$ cat src/rtl/data_path.sv
// Histogram-equalization engine: clears two histograms, histograms the image, builds a
// CDF lookup table, remaps the image in place and histograms the result, then halts.

module image_ram #(
  parameter int IMG_WORDS = 8192,
  parameter int AW        = 13,
  parameter     INIT_FILE = "image.mif"
) (
  input  logic          clk,
  input  logic [AW-1:0] addr,
  input  logic          we,
  input  logic [127:0]  d,
  output logic [127:0]  q
);
  logic [127:0] mem [0:IMG_WORDS-1];

  // Single port, registered read; read-during-write returns the old word.
  always_ff @(posedge clk) begin
    if (we) mem[addr] <= d;
    q <= mem[addr];
  end
endmodule

module hist_ram (
  input  logic        clk,
  input  logic        we,
  input  logic [7:0]  addr,
  input  logic [15:0] wdata,
  output logic [15:0] rdata
);
  logic [15:0] RAM [0:255];

  always_ff @(posedge clk) begin
    if (we) RAM[addr] <= wdata;
  end

  assign rdata = RAM[addr];
endmodule

module data_path #(
  parameter int IMG_WORDS = 8192,
  parameter     INIT_FILE = "image.mif"
) (
  input  logic        clk,
  input  logic        reset,
  output logic [17:0] pc,
  output logic        finish
);
  localparam int AW    = $clog2(IMG_WORDS);
  localparam int N_PIX = IMG_WORDS * 16;
  localparam int SH    = $clog2(N_PIX);
  localparam logic [AW-1:0] LAST_WORD = AW'(IMG_WORDS - 1);

  typedef enum logic [2:0] {
    S_CLEAR, S_HFETCH, S_HPIX, S_CDF, S_RFETCH, S_RPIX, S_RWRITE, S_DONE
  } state_t;

  state_t        state, state_n;
  logic [7:0]    cnt, cnt_n;
  logic [AW-1:0] word, word_n;
  logic [3:0]    k, k_n;
  logic [17:0]   acc, acc_n;
  logic [17:0]   pc_d;
  logic          finish_d;

  logic [127:0]  img_q;
  logic [127:0]  hold;
  logic          img_we;
  logic [7:0]    lut [0:255];
  logic [7:0]    pix, lut_pix, lut_val;
  logic [17:0]   cdf_sum;

  logic          h1_we, h2_we;
  logic [7:0]    h1_addr, h2_addr;
  logic [15:0]   h1_wdata, h2_wdata, h1_rd, h2_rd;

  function automatic logic [15:0] sat_inc(input logic [15:0] v);
    return (v == 16'hFFFF) ? v : v + 16'd1;
  endfunction

  image_ram #(.IMG_WORDS(IMG_WORDS), .AW(AW), .INIT_FILE(INIT_FILE)) n_image (
    .clk  (clk),
    .addr (word),
    .we   (img_we),
    .d    (hold),
    .q    (img_q)
  );

  hist_ram data_m (
    .clk   (clk),
    .we    (h1_we),
    .addr  (h1_addr),
    .wdata (h1_wdata),
    .rdata (h1_rd)
  );

  hist_ram data_m2 (
    .clk   (clk),
    .we    (h2_we),
    .addr  (h2_addr),
    .wdata (h2_wdata),
    .rdata (h2_rd)
  );

  always_ff @(posedge clk or negedge reset) begin
    if (!reset) state <= S_CLEAR;
    else        state <= state_n;
  end

  always_comb begin
    state_n = state;
    cnt_n   = cnt;
    word_n  = word;
    k_n     = k;
    case (state)
      S_CLEAR: begin
        cnt_n = cnt + 8'd1;
        if (cnt == 8'hFF) begin
          state_n = S_HFETCH;
          word_n  = '0;
          k_n     = '0;
        end
      end
      S_HFETCH: state_n = S_HPIX;
      S_HPIX: begin
        k_n = k + 4'd1;
        if (k == 4'hF) begin
          if (word == LAST_WORD) begin
            state_n = S_CDF;
            word_n  = '0;
          end else begin
            state_n = S_HFETCH;
            word_n  = word + AW'(1);
          end
        end
      end
      S_CDF: begin
        cnt_n = cnt + 8'd1;
        if (cnt == 8'hFF) state_n = S_RFETCH;
      end
      S_RFETCH: state_n = S_RPIX;
      S_RPIX: begin
        // k parks at 15 through the write cycle so pc never steps backwards.
        if (k == 4'hF) state_n = S_RWRITE;
        else           k_n     = k + 4'd1;
      end
      S_RWRITE: begin
        k_n = '0;
        if (word == LAST_WORD) begin
          state_n = S_DONE;
        end else begin
          state_n = S_RFETCH;
          word_n  = word + AW'(1);
        end
      end
      S_DONE:  state_n = S_DONE;
      default: state_n = S_CLEAR;
    endcase
  end

  // pc/finish are registered, so they are encoded from the state being entered.
  always_comb begin
    pc_d     = '0;
    finish_d = 1'b0;
    case (state_n)
      S_HFETCH, S_HPIX:           pc_d = {1'b0, 17'({word_n, k_n})};
      S_RFETCH, S_RPIX, S_RWRITE: pc_d = {1'b1, 17'({word_n, k_n})};
      S_DONE: begin
        pc_d     = '1;
        finish_d = 1'b1;
      end
      default: pc_d = '0;
    endcase
  end

  always_ff @(posedge clk or negedge reset) begin
    if (!reset) begin
      cnt    <= '0;
      word   <= '0;
      k      <= '0;
      acc    <= '0;
      pc     <= '0;
      finish <= 1'b0;
    end else begin
      cnt    <= cnt_n;
      word   <= word_n;
      k      <= k_n;
      acc    <= acc_n;
      pc     <= pc_d;
      finish <= finish_d;
    end
  end

  assign pix     = img_q[{k, 3'b000} +: 8];
  assign lut_pix = lut[pix];
  assign cdf_sum = acc + 18'(h1_rd);
  assign lut_val = 8'((26'(cdf_sum) * 26'd255) >> SH);

  always_comb begin
    acc_n = acc;
    if (state == S_CLEAR)    acc_n = '0;
    else if (state == S_CDF) acc_n = cdf_sum;
  end

  always_ff @(posedge clk) begin
    if (state == S_CDF)  lut[cnt] <= lut_val;
    if (state == S_RPIX) hold[{k, 3'b000} +: 8] <= lut_pix;
  end

  assign img_we   = (state == S_RWRITE);
  assign h1_we    = (state == S_CLEAR) || (state == S_HPIX);
  assign h1_addr  = (state == S_HPIX) ? pix : cnt;
  assign h1_wdata = (state == S_CLEAR) ? 16'd0 : sat_inc(h1_rd);
  assign h2_we    = (state == S_CLEAR) || (state == S_RPIX);
  assign h2_addr  = (state == S_RPIX) ? lut_pix : cnt;
  assign h2_wdata = (state == S_CLEAR) ? 16'd0 : sat_inc(h2_rd);
endmodule

$ cat config.mk
export PLATFORM = sky130hd
export DESIGN_NAME = data_path
export DESIGN_NICKNAME = d
export VERILOG_FILES = /design/src/rtl/data_path.sv
export SDC_FILE = /design/constraint.sdc
export NUM_CORES = 1
export LEC_CHECK = 0
export BUFFER_PORTS_ARGS = -buffer_cell sky130_fd_sc_hd__buf_4
export CAP_MARGIN = 30
export CORE_UTILIZATION = 65
export CTS_BUF_LIST = sky130_fd_sc_hd__clkbuf_2
export CTS_CLUSTER_SIZE = 40
export DETAILED_ROUTE_END_ITERATION = 8
export GPL_TIMING_DRIVEN = 0
export PLACE_DENSITY_LB_ADDON = 0.05
export SYNTH_ARGS = -nofsm -noshare
export SYNTH_HDL_FRONTEND = slang
export SYNTH_HIERARCHICAL = 1
export SYNTH_SLANG_ARGS = --single-unit
export TNS_END_PERCENT = 10
$ cat constraint.sdc
create_clock -name clk -period 3.6 [get_ports clk]
set_input_delay 0.9 -clock clk [delete_from_list [all_inputs] [get_ports clk]]
set_output_delay 0.9 -clock clk [all_outputs]
set_load 0.01 [all_outputs]
# Word level (Yosys, flattened, before mapping)

Cells that the tools add are included.

Register bits after elaboration: 47
Output and inout bits: 19

Add/subtract/negate cells: 3
Equality and inequality tests: 16
Mux-type cells: 17
Reduce and logical (&&, ||, !) cells: 4

Operators by type and width:

| cell                    | count |
|---|---|
| $pmux W18 S3            | 1 |
| $mux W13                | 4 |
| $pmux W13 S3            | 1 |
| $eq A3 B3 Y1 const B    | 8 |
| $pmux W3 S8             | 1 |
| $pmux W4 S4             | 1 |
| $add A13 B1 Y13 const B | 1 |
| $eq A13 B13 Y1 const B  | 1 |
| $mux W3                 | 4 |
| $eq A3 B2 Y1 const B    | 3 |
| $add A8 B1 Y8 const B   | 1 |
| $eq A8 B8 Y1 const B    | 1 |
| $mux W4                 | 2 |
| $eq A3 B1 Y1 const B    | 2 |
| $add A4 B1 Y4 const B   | 1 |
| $eq A4 B4 Y1 const B    | 1 |
| $mux W2                 | 2 |
| $reduce_or A2 Y1        | 2 |
| $logic_not A3 Y1        | 1 |
| $reduce_or A3 Y1        | 1 |
| $mux W1                 | 1 |

# Depth between registers and ports, before layout

Word-level depth: 7
Depth in mapped cells: 10
Depth with buffers taken out: 9

# Worst setup path before layout

No wires, ideal clock.

Kind: reg-to-reg
Start point: register word[0]
End point: register pc[4]
Setup time: 119 ps
Arrival: 1,834 ps
Data required time: 3,481 ps
Slack: 1,647 ps
Stages on the path, launching flop included: 10
Buffers on the path: 1
Period minus slack after synthesis: 1,953 ps
Cells stage by stage: dfrtp_1 > ha_1 > and3_1 > and4_4 > buf_6 > inv_4 > ha_1 > mux2i_1 > a22o_1 > o21ba_2

RTL lines:

| element                                                  | RTL line | RTL |
|---|---|---|
| from (decl)                                              | 60       | `logic [AW-1:0] word, word_n;` |
| from (signal assigned)                                   | 186      | `word <= word_n;` |
| $add A13 B1 Y13 / $eq A13 B13 Y1 (equally long branches) | n/a      |  |
| $mux W13                                                 | 128      | `if (word == LAST_WORD) begin` |
| $mux W13                                                 | 127      | `if (k == 4'hF) begin` |
| $pmux W13 S3 *                                           | 115      | `case (state)` |
| via word_n[0]                                            | 60       |  |
| $pmux W18 S3 *                                           | 165      | `case (state_n)` |
| via pc_d[4]                                              | 63       | `logic [17:0] pc_d;` |
| to (signal assigned)                                     | 189      | `pc <= pc_d;` |
| to (decl)                                                | 46       | `output logic [17:0] pc,` |

Mark *: on every way through the listed nets, which the timed path passes. The rest lies on a longest branch.
A chain may end at the register's enable or synchronous reset.

# Worst setup path in the final report

Start point: register word[0]
End point: register pc[1]

Word-level cells in the longest chain between the ends: 7

RTL lines:

| element                                                     | RTL line |
|---|---|
| $eq A13 B13 Y1 *                                            | 128, 149 |
| $mux W2                                                     | 128 |
| $mux W3                                                     | 127 |
| $pmux W3 S8 *                                               | 115 |
| $eq A3 B3 Y1, or another cell as far along                  | 165 |
| $reduce_or A3 Y1 / $reduce_or A2 Y1 (equally long branches) | 165 |
| $pmux W18 S3 *                                              | 165 |
| via pc_d[1]                                                 | 63 |

Marks and branches as above.

==> metrics.md <==
| Metric | Value |
|---|---|
| H-tree levels | `2` |
| Setup Buffers After CTS | `0` |
| PwrDens | `298.8 nW/µm²` |
| RSZ-0062 raised after global routing | `no` |
| CTS Buf Count | `5` |
| Largest net degree at the start of global routing | `48` |
| Async SR Flop Fraction | `100.0%` |
| Pre-Repair DR Iteration Count | `5` |
| CTS tree | `yes` |
| WP data required | `3.87 ns` |
| FILL cells | `261` |
| Starting Density | `70.78%` |
| YS warnings | `6` |
| Maximum VDD drop | `0.0002681 V` |
| Gpl congestion | `0.8818` |
| Tmin final | `2.293 ns` |
| Core box area | `3468 µm²` |
| Die Height | `63.46 µm` |
| Worst hold path type | `input pin to asynchronous set/reset pin` |
| Pin slew with the least headroom to its limit | `0.6069 ns` |
| Number of synthesized flops with an enable pin | `0` |
| Fin. max-slew vios | `0` |
| CTS clk-pin slew, worst paths | `0.21 ns` |
| Cell type with the highest aggregate area in the netlist | `dfrtp_1` |
| Die ar. | `4027 µm²` |
| R2R setup slack | `1.31 ns` |
| Area Growth Syn to Fin | `10.91%` |
| CTS Hold Bufs | `0` |
| Critical Path End Type | `flip-flop` |
| WHS | `0.4252 ns` |
| Avg WL per Cell | `15.85 µm` |
| Final Worst Setup Slack | `1.307 ns` |
| Leak | `0.001318 µW` |
| Post-Synth Simple-Gate Area | `21.76%` |
| Max-cap violation count | `0` |
| Compound-gate portion of the synthesized area | `19.93%` |
| Final setup vio count | `0` |
| Register area share after synthesis | `47.91%` |
| Flops & latches, synth | `47` |
| # DRC | `0` |
| Initial antenna violation count | `0` |
| # resized after CTS | `0` |
| Critical path data arrival time | `2.56 ns` |
| Share of cells above drive strength 1 | `19.63%` |
| Synth unique cells | `55` |
| Global-route wire length before repair | `8.273 mm` |
| Vias | `1978` |
| Syn Inst Count | `243` |
| Top cells by area, synth | `dfrtp_1 (48%), nand2_1 (2.9%), nor2_1 (2.8%)` |
| Adder-cell share of the synthesized area | `2.039%` |
| Crit share post-route | `63.70%` |
| Input/output buffers | `20` |
| Slew HR | `59.27%` |
| Crit path max fanout | `10` |
| Root cell of the clock tree | `clkbuf_2` |
| Chip Width | `63.46 µm` |
| Mux contribution to synthesized area | `1.682%` |
| Vias in the first global route | `1718` |
| Final #Nets | `276` |
| Syn nets | `249` |
| Critical path class | `flip-flop to flip-flop` |
| Total global routing overflow | `0` |
| Clock Skews | `0.01450 ns` |
| Site row count | `21` |
| Antenna cell count | `0` |
| Max Freq | `436.1 MHz` |
| Dpl ws | `1.339 ns` |
| Clk buf depth | `2` |
| Antenna viol nets, final | `0` |
| Synthesized area | `2455 µm²` |
| DR iter-0 viols | `195` |
| Clk sinks | `47` |
| Clk Latency, worst-skew pair | `0.42 ns` |
| Status | `completed` |
| Detailed placer's ending HPWL | `3.543 mm` |
| Hold Violations, Final | `0` |
| Syn avg cell area | `10.10 µm²` |
| Top_reg_cell synth | `dfrtp_1` |
| TNS Setup | `0 ns` |
| Yosys top cell area share | `47.91%` |
| Drt total wl | `5.010 mm` |
| Largest family of logic cells by synthesized area | `simple AND/OR/NAND/NOR gates` |
| Power Total | `813.6 µW` |
| Synth Area in XOR/XNOR | `3.211%` |
| I/O pins | `21` |
| GRT Total Usage | `27.37%` |
| Vias per cell | `6.259` |
| Critical Path Start Type | `flip-flop` |
## cell families after synthesis
kind of cell,count (synthesis)
compound gates,68
xor+xnor,9
fa+ha+maj,4
buf+inv,15
flops,47
mux,4
simple gates,96
## synth_stat cells (3+ instances only)
cell type,n
nand3b_1,4
buf_2,3
o21ba_2,4
dfrtp_1,47
nand2b_1,3
nor2_1,18
buf_6,3
a311oi_1,3
a31oi_1,9
mux2i_1,3
nor3_1,7
nand4_1,4
o21ai_0,12
clkbuf_1,4
ha_1,4
and3_1,9
and2_1,6
xor2_1,5
xnor2_1,4
a21oi_1,13
a31o_2,3
inv_1,3
nand2_1,19
a22o_1,3
nand3_1,12
## layout by cell type (no fill, tap or decap), types with 3 or more instances in the layout
master	Yosys	layout
clkbuf_2	0	6
buf_4	0	20
nand2b_1	3	3
nand2_1	19	19
a31o_2	3	3
buf_6	3	3
clkbuf_1	4	4
xor2_1	5	5
inv_1	3	3
nand3_1	12	12
buf_2	3	3
nand3b_1	4	4
o21ba_2	4	4
dfrtp_1	47	47
nand4_1	4	4
o21ai_0	12	12
a311oi_1	3	3
a22o_1	3	3
xnor2_1	4	4
nor3_1	7	7
mux2i_1	3	3
and2_1	6	6
nor2_1	18	18
a21oi_1	13	13
ha_1	4	4
a31oi_1	9	9
and3_1	9	9
## critical path: stages (launching register included)
cell	delay, ns
dfrtp_1	0.50
ha_1	0.28
and3_1	0.18
and4_4	0.17
buf_6	0.14
o211ai_2	0.16
clkbuf_1	0.48
a41oi_1	0.25
## area by class of cell
cell class	instances	area (µm²)	share of cell area (%)
flip-flops and latches	47	1176	43.20
well taps	46	57.56	2.114
repair buffers	20	150.1	5.515
clock inverters	1	30.03	1.103
clock buffers	6	30.03	1.103
inverters	5	21.27	0.7813
multi-input cells	181	1194	43.84
plain buffers	10	63.81	2.344
## power by group
part           leakage (µW)  internal [µW]  switching [µW]
registers          0.000642            529               0
clock network     0.0000391            117             158
logic              0.000636          0.716            9.21
total               0.00132            646             167
## through the flow
step | utilization [%] | area [µm²] | std cells
CTS | 78.50 | 2723 | 316
global placement | 76.77 | 2663 | 309
detailed placement | 76.77 | 2663 | 309
floorplan | - | 2455 | 243
finish | 78.50 | 2723 | 316
global route | 78.50 | 2723 | 316
## registers in the layout, summed over array words and instances, names as in the netlist
register / count
cnt: 8
pc: 18
k: 4
finish: 1
word: 13
state: 3
## path summary, 6_finish.rpt
check / depth (start not counted) / to / startpoint
max: 7 / pc[1]$_DFF_PN0_ / word[0]$_DFF_PN0_
min: 1 / cnt[3]$_DFFE_PN0P_ / reset
max reg2reg: 7 / pc[1]$_DFF_PN0_ / word[0]$_DFF_PN0_
min reg2reg: 1 / cnt[7]$_DFFE_PN0P_ / cnt[7]$_DFFE_PN0P_
max in group asynchronous: 1 / pc[4]$_DFF_PN0_ / reset
min in group clk: 1 / cnt[7]$_DFFE_PN0P_ / cnt[7]$_DFFE_PN0P_
## routing by layer
metal | vias to the layer above | wire [µm] | track usage, % | share of wire (%)
met5 | - | 0 | 0 | 0
met4 | 0 | 52 | 6.818 | 1.0
met3 | 5 | 332 | 6.522 | 6.6
met2 | 71 | 2252 | 40.29 | 45
met1 | 948 | 2372 | 40.86 | 47
li1 | 954 | - | - | -
(Power assumes the default switching activity.)
